## config.mk

```make
export PLATFORM = sky130hd
export DESIGN_NAME = instruction_fetch_unit
export DESIGN_NICKNAME = d
export VERILOG_FILES = /design/src/rtl/cpu_pkg.sv /design/src/rtl/instr_fifo.sv /design/src/rtl/instruction_fetch_unit.sv
export SDC_FILE = /design/constraint.sdc
export NUM_CORES = 1
export LEC_CHECK = 0
export CAP_MARGIN = 20
export CORE_MARGIN = 2
export CORE_UTILIZATION = 60
export DETAILED_ROUTE_END_ITERATION = 8
export GPL_ROUTABILITY_DRIVEN = 0
export GPL_TIMING_DRIVEN = 0
export HOLD_SLACK_MARGIN = 0.06
export PLACE_DENSITY = 0.87
export RECOVER_POWER = 50
export SKIP_LAST_GASP = 1
export SYNTH_ARGS = -nofsm -noshare
export SYNTH_HDL_FRONTEND = slang
export SYNTH_SLANG_ARGS = --single-unit
export TNS_END_PERCENT = 20
```

## constraint.sdc

```tcl
create_clock -name clk -period 3.75 [get_ports clk]
set_clock_uncertainty 0.1 [all_clocks]
set_input_delay 0.5625 -clock clk [delete_from_list [all_inputs] [get_ports clk]]
set_output_delay 0.5625 -clock clk [all_outputs]
set_load 0.03 [all_outputs]
```

## src/rtl/cpu_pkg.sv

```systemverilog
// Shared CPU constants: datapath widths and the opcode map used by fetch and control.
package cpu_pkg;

    localparam int unsigned ADDR_W  = 8;
    localparam int unsigned INSTR_W = 8;
    localparam int unsigned OPC_W   = 4;

    typedef enum logic [OPC_W-1:0] {
        OPC_HALT = 4'h0,
        OPC_LDI  = 4'h1,
        OPC_ADD  = 4'h2,
        OPC_SUB  = 4'h3,
        OPC_AND  = 4'h4,
        OPC_OR   = 4'h5,
        OPC_XOR  = 4'h6,
        OPC_LD   = 4'h7,
        OPC_ST   = 4'h8,
        OPC_JMP  = 4'h9,
        OPC_JZ   = 4'hA,
        OPC_JNZ  = 4'hB,
        OPC_OUT  = 4'hC,
        OPC_NOP  = 4'hF
    } opcode_e;

    function automatic logic is_halt(input logic [OPC_W-1:0] opc);
        return opc == OPC_W'(OPC_HALT);
    endfunction

endpackage

```

## src/rtl/instr_fifo.sv

```systemverilog
// Instruction buffer: synchronous FIFO of (instruction, fetch address) pairs with flush.
module instr_fifo #(
    parameter int unsigned DEPTH  = 4,
    parameter int unsigned DATA_W = 8,
    parameter int unsigned PC_W   = 8
) (
    input  logic                         clk,
    input  logic                         reset,
    input  logic                         flush_i,
    input  logic                         push_i,
    input  logic [DATA_W-1:0]            push_data_i,
    input  logic [PC_W-1:0]              push_pc_i,
    input  logic                         pop_i,
    output logic                         valid_o,
    output logic [DATA_W-1:0]            data_o,
    output logic [PC_W-1:0]              pc_o,
    output logic [$clog2(DEPTH):0]       count_o
);
    localparam int unsigned PTR_W = $clog2(DEPTH);
    localparam int unsigned CNT_W = PTR_W + 1;

    logic [DATA_W-1:0] data_q [DEPTH];
    logic [PC_W-1:0]   pc_q   [DEPTH];
    logic [PTR_W-1:0]  rd_ptr_q;
    logic [PTR_W-1:0]  wr_ptr_q;
    logic [CNT_W-1:0]  count_q;

    // Storage is cleared on reset so the head reads zero until the first push.
    always_ff @(posedge clk) begin
        if (reset) begin
            rd_ptr_q <= '0;
            wr_ptr_q <= '0;
            count_q  <= '0;
            for (int unsigned i = 0; i < DEPTH; i++) begin
                data_q[i] <= '0;
                pc_q[i]   <= '0;
            end
        end else if (flush_i) begin
            rd_ptr_q <= '0;
            wr_ptr_q <= '0;
            count_q  <= '0;
        end else begin
            if (push_i) begin
                data_q[wr_ptr_q] <= push_data_i;
                pc_q[wr_ptr_q]   <= push_pc_i;
                wr_ptr_q         <= wr_ptr_q + PTR_W'(1);
            end
            if (pop_i) begin
                rd_ptr_q <= rd_ptr_q + PTR_W'(1);
            end
            case ({push_i, pop_i})
                2'b10:   count_q <= count_q + CNT_W'(1);
                2'b01:   count_q <= count_q - CNT_W'(1);
                default: count_q <= count_q;
            endcase
        end
    end

    assign valid_o = (count_q != '0);
    assign data_o  = data_q[rd_ptr_q];
    assign pc_o    = pc_q[rd_ptr_q];
    assign count_o = count_q;

endmodule

```

## src/rtl/instruction_fetch_unit.sv

```systemverilog
// Fetch front end: credit-based issue to program memory, response capture, HALT and redirect handling.
module instruction_fetch_unit #(
    parameter int unsigned DEPTH   = 4,
    parameter int unsigned ADDR_W  = cpu_pkg::ADDR_W,
    parameter int unsigned INSTR_W = cpu_pkg::INSTR_W
) (
    input  logic               clk,
    input  logic               reset,
    output logic [ADDR_W-1:0]  rom_addr,
    input  logic [INSTR_W-1:0] rom_data,
    output logic [INSTR_W-1:0] instr,
    output logic [ADDR_W-1:0]  instr_pc,
    output logic               instr_valid,
    input  logic               instr_ready,
    input  logic               redirect,
    input  logic [ADDR_W-1:0]  redirect_pc,
    output logic               halted
);
    import cpu_pkg::*;

    localparam int unsigned CNT_W = $clog2(DEPTH) + 1;
    localparam int unsigned OCC_W = CNT_W + 1;

    logic [ADDR_W-1:0] fetch_pc_q, fetch_pc_d;
    logic [ADDR_W-1:0] inflight_pc_q, inflight_pc_d;
    logic              inflight_q, inflight_d;
    logic              halted_q, halted_d;

    logic [CNT_W-1:0]  count;
    logic              fifo_valid;
    logic              issue;
    logic              capture;
    logic              pop;

    always_ff @(posedge clk) begin
        if (reset) begin
            fetch_pc_q    <= '0;
            inflight_pc_q <= '0;
            inflight_q    <= 1'b0;
            halted_q      <= 1'b0;
        end else begin
            fetch_pc_q    <= fetch_pc_d;
            inflight_pc_q <= inflight_pc_d;
            inflight_q    <= inflight_d;
            halted_q      <= halted_d;
        end
    end

    // Occupancy credit counts the in-flight response, so a push never meets a full buffer.
    always_comb begin
        fetch_pc_d    = fetch_pc_q;
        inflight_pc_d = inflight_pc_q;
        inflight_d    = 1'b0;
        halted_d      = halted_q;

        issue   = !halted_q && !redirect
                  && ((OCC_W'(count) + OCC_W'(inflight_q)) < OCC_W'(DEPTH));
        capture = inflight_q && !halted_q && !redirect;
        pop     = fifo_valid && instr_ready && !redirect;

        if (redirect) begin
            fetch_pc_d = redirect_pc;
            halted_d   = 1'b0;
        end else begin
            if (issue) begin
                fetch_pc_d    = fetch_pc_q + ADDR_W'(1);
                inflight_d    = 1'b1;
                inflight_pc_d = fetch_pc_q;
            end
            if (capture && is_halt(rom_data[7:4])) begin
                halted_d = 1'b1;
            end
        end
    end

    instr_fifo #(
        .DEPTH  (DEPTH),
        .DATA_W (INSTR_W),
        .PC_W   (ADDR_W)
    ) u_fifo (
        .clk         (clk),
        .reset       (reset),
        .flush_i     (redirect),
        .push_i      (capture),
        .push_data_i (rom_data),
        .push_pc_i   (inflight_pc_q),
        .pop_i       (pop),
        .valid_o     (fifo_valid),
        .data_o      (instr),
        .pc_o        (instr_pc),
        .count_o     (count)
    );

    assign rom_addr    = fetch_pc_q;
    assign instr_valid = fifo_valid;
    assign halted      = halted_q;

endmodule

```

# Yosys cells after proc, flatten, opt, wreduce, memory -nomap -nowiden
# Memories as Yosys holds them, arrays and structs flattened. A register that Yosys moved wholly into a read port is not among the register bits.
# Cells that the tools add are included.
[classes]
n_mux = 20
reduce_logical = 17
eq_ne = 2
add_sub_neg = 6
n_bitwise = 1
n_lt_le_gt_ge = 1
[ops]
columns = ["op", "count"]
rows = [
  ["$mux 8", 4],
  ["$reduce_or 8->1", 2],
  ["$mux 2", 6],
  ["$mux 1", 9],
  ["$add 8x1->8 const B", 1],
  ["$logic_and 1x1->1", 7],
  ["$pmux 3 s2", 1],
  ["$add 2x1->2 const B", 2],
  ["$add 3x1->4", 1],
  ["$logic_not 4->1", 1],
  ["$lt 4x3->1 const B", 1],
  ["$reduce_bool 2->1", 2],
  ["$add 3x1->3 const B", 1],
  ["$reduce_bool 3->1", 1],
  ["$sub 3x1->3 const B", 1],
  ["$eq 2x1->1 const B", 1],
  ["$eq 2x2->1 const B", 1],
  ["$logic_not 1->1", 2],
  ["$reduce_and 2->1", 1],
  ["$reduce_or 2->1", 1],
  ["$not 1->1", 1],
]
[totals]
wordCells = 56
output_inout_bits = 26
ram_bits = 64
register_bits = 25
input_bits = 20
mem_count = 2
[mem_list]
columns = ["memory", "depth", "word_bits", "read_ports", "rd_ports_with_merged_regs", "write_ports", "line", "rtl"]
rows = [
  ["u_fifo.data_q", 4, 8, 1, 1, 4, "instr_fifo.sv:22", "logic [DATA_W-1:0] data_q [DEPTH];"],
  ["u_fifo.pc_q", 4, 8, 1, 1, 4, "instr_fifo.sv:23", "logic [PC_W-1:0] pc_q [DEPTH];"],
]

# Depth between registers and ports, before layout
# Gate-level depths: netlist (run 1).
[logic_depth]
word_depth = 9
mapped_depth = 8
ltp_nobuf = 8

# Hierarchy
# A second synthesis (run 1) with hierarchy kept.
[hier_totals]
hier_cells = 314
area_unflattened_um2 = 3936.3
[by_module_without_submodules]
columns = ["mod", "seq_area_each_um2", "n_inst", "area_per_inst_um2", "cells_each"]
rows = [
  ["instr_fifo", 2102.0, 1, 3131.8, 216],
  ["instruction_fetch_unit", 360.3, 1, 804.5, 98],
]

# Worst setup path before layout (run 1)
# Ideal clock, no wire load.
[synth_path]
path_kind = "in2reg"
start = "input redirect"
end = "memory u_fifo.data_q[1][0] (enable)"
required_time_ns = 3.258
arrival_ns = 1.802
path_buffers = 0
slack_ns = 1.456
cell_stages = 3
setup_ns = 0.392
cell_sequence = "nor3b_4 -> nand2_1 -> o21bai_1"
[synth_rtl]
columns = ["element", "line", "rtl"]
rows = [
  ["from (decl)", "instruction_fetch_unit.sv:15", "input logic redirect,"],
  ["to (decl)", "instr_fifo.sv:22", ""],
]

==> impl_metrics.yaml, run 1 <==
timing:
  tns_ps: 0
  fmax_mhz: 310
  finalSetupViolCount: 0
  tightest_slew_ps: 1050
  period_share_pct: 86.0
  min_period_ps: 3230
  report.final.slew_viol_count: 0
  hold_violations: 0
  grt_setup_unrepaired: "false"
  maxSlewHeadroom_pct: 29.9
  fin_hold_ws_ps: 389
route:
  wire_per_inst_um: 16.8
  route.detailed.drc: 5
  detail-route-antenna-nets: 0
  drt_iter0_drc: 252
  drt-pass1-iter-count: 9
  dr_total_vias: 2515
  wl_um: 7470
  drt-vias-per-instance: 5.66
clock_network:
  post_cts.repair.setup_buffers: 0
  h-tree-depth: 3
  clock_latency_ps: 350
  clockRootBuffer: "clkbuf_8"
  cts_resized: 0
  clk_pin_slew_ps: 90
  cts.sinks: 91
  postCtsHoldBufs: 0
  cts_tree: "yes"
  clock_path_buffers: 2
  cts_made_buffers: 9
finish:
  post-route-util_pct: 73.6
  syn2layout_area_growth_pct: 17.8
  layout-drive-gt1-share_pct: 10.6
  instances_no_fill: 444
  fill_cells: 427
  num_antenna_cells: 0
  fin_area_um2: 4720
  nNetsFinal: 385
min_path:
  hold_path_startpoint: "inflight_pc_q[3]$_SDFFE_PP0P_"
  holdCritPathClass: "register to register"
  whs_path_depth: 2
status:
  status: "finished, violations left"
  violations: "DRC"
power_and_ir_drop:
  peakVddDrop_mv: 0.234
  total_leakage_power_uw: 0.00170
  power.density_nw_per_um2: 414
synthesis:
  synthTopCellsByArea: "edfxtp_1 48%, dfxtp_1 13%, mux4_2 9.0%"
  yosysWarningCount: 0
  yosys.area.top_type: "edfxtp_1"
  syn_area_um2: 4010
  netlist.area_leader.share_pct: 47.9
  synthFlopType: "edfxtp_1"
  synth_compound_gate_area_share_pct: 5.77
  ys_types: 46
  muxShareOfSynthArea_pct: 9.24
  synth_edf_count: 64
  syn_nets: 329
  yosys.area_share.simple_pct: 18.3
  synthAdderAreaFrac_pct: 1.12
  synth_top_family_by_area: "simple AND/OR/NAND/NOR gates"
  ys_ff_latch: 91
  avgSynthCellArea_um2: 13.1
  synthCells: 306
  synth-seq-area-share_pct: 61.4
  synth_xor_area_share_pct: 1.31
  async_flop_share_pct: 0
grt:
  use_met3_pct: 5.10
  grt_pass1_wl_um: 12300
  grt_max_degree: 17
  grtUsageMet2_pct: 36.2
  use_met1_pct: 29.4
  grt_pass1_vias: 2549
  overflow: 0
  track_usage_pct: 22.3
  antenna_found_initial: 0
  top_usage_layer: "met2"
die:
  die_area_um2: 7350
  fp.dieH_um: 85.8
  pin_count: 46
  num_rows: 29
  die_x_um: 85.8
  core_area_um2: 6420
  initial_core_util_pct: 62.4
worst_setup_path:
  crit_required_ps: 3090
  r2r_setup_slack_ps: 980
  crit_path_start_kind: "register"
  reg2reg_depth: 8
  path_max_fanout: 10
  r2r-start: "halted$_SDFFE_PP0P_"
  worstPathArrival_ps: 2560
  critPathKind: "register to output port"
  critPathCaptureType: "output port"
place:
  post-dp-hpwl_um: 5110
  place_inst: 428
  place_area_um2: 4560
  io_buffers: 45
run:
  drv_cap: 0
[cells in the mapped netlist, types with 2 or more instances]
master	count
edfxtp_1	64
and2_1	49
dfxtp_1	27
nand2_1	24
a21oi_1	17
and3_1	17
mux4_2	16
nor2_1	15
clkbuf_1	10
inv_1	7
buf_2	5
a22oi_1	4
nand2b_1	4
nand3_1	3
o22ai_1	3
or3_1	3
xnor2_1	3
xor2_1	3
a31o_2	2
clkbuf_2	2
ha_1	2
o21ai_0	2
[per-stage QoR]
stage / setup WS [ps] / power (uW)
6_report: 524 / 1960
5_1_grt: 299 / 2020
4_1_cts: 460 / 1970
3_5_place_dp: 806 / 1330
3_3_place_gp: 295 / 1320
2_1_floorplan: 1460 / 1250
[path summary, 6_finish.rpt]
kind                                     to
max                             instr_pc[6]
min           inflight_pc_q[3]$_SDFFE_PP0P_
max reg2reg  u_fifo.count_o[2]$_SDFFE_PP0P_
min reg2reg   inflight_pc_q[3]$_SDFFE_PP0P_
[final cells by class]
class	instances	area, um^2	share of cell area [%]
Buffer	18	70.1	1.48
Clock buffer	9	124	2.62
Clock inverter	7	75.1	1.59
Inverter	8	30.0	0.636
Multi-Input combinational cell	189	1420	30.0
Sequential cell	91	2460	52.1
Tap cell	77	96.3	2.04
Timing Repair Buffer	45	450	9.53
[flip-flops by register name, indices dropped and copies added (netlist names), named ones only]
| register | flops |
|---|---|
| u_fifo.data_q | 32 |
| u_fifo.wr_ptr_q | 2 |
| inflight_q | 1 |
| u_fifo.count_o | 3 |
| u_fifo.pc_q | 32 |
| halted | 1 |
| rom_addr | 8 |
| inflight_pc_q | 8 |
| u_fifo.rd_ptr_q | 2 |
[placed cells by master, fill, tap and decap left out, types with 7 or more instances in the layout]
cell / n
dfxtp_1: 27
clkbuf_1: 16
and2_1: 24
nor2_1: 15
a21oi_1: 17
edfxtp_1: 64
mux4_2: 16
clkbuf_8: 9
dlygate4sd3_1: 10
and2_0: 25
nand2_1: 24
inv_1: 7
clkdlybuf4s50_1: 35
and3_1: 18
[report_power, final]
group,switching (uW),internal (uW)
sequential,20.5,1110
combinational,96.2,73.1
clock,344,312
[metal layers]
layer  up-vias  part of all wire, %  wire length [um]
met5         -                    0                 0
met3        15                  5.1               383
li1       1226                    -                 -
met2        73                   48              3600
met4         0                  2.1               160
met1      1201                   44              3320
[cells by family (layout without fill, tap and decap cells)]
kind of cell / Yosys count / count (layout)
fa+ha+maj: 3 / 3
flops: 91 / 91
compound gates: 36 / 36
buf+inv: 26 / 87
xor+xnor: 6 / 6
simple gates: 127 / 127
mux: 17 / 17
[critical path: stages, from the launching register on]
cell	delay (ps)
dfxtp_1	310
clkbuf_1	340
clkbuf_1	540
mux4_2	410
clkdlybuf4s50_1	610
Note: power is estimated with default switching activity, not from simulation.
==> run 2: changes to the inputs <==
--- a/constraint.sdc
+++ b/constraint.sdc
@@ -4,2 +4,2 @@
 set_output_delay 0.5625 -clock clk [all_outputs]
-set_load 0.03 [all_outputs]
+set_load 0.02 [all_outputs]
==> results of run 2 <==
Same layout as run 1 (identical final DEF). Status: finished, violations left: DRC.
Main changes from that run: setup slack after layout 524 ps -> 530 ps; end point of the critical path instr_pc[6] -> u_fifo.count_o[2]$_SDFFE_PP0P_; total power 1960 uW -> 1940 uW; worst IR drop on VDD 0.234 mV -> 0.233 mV
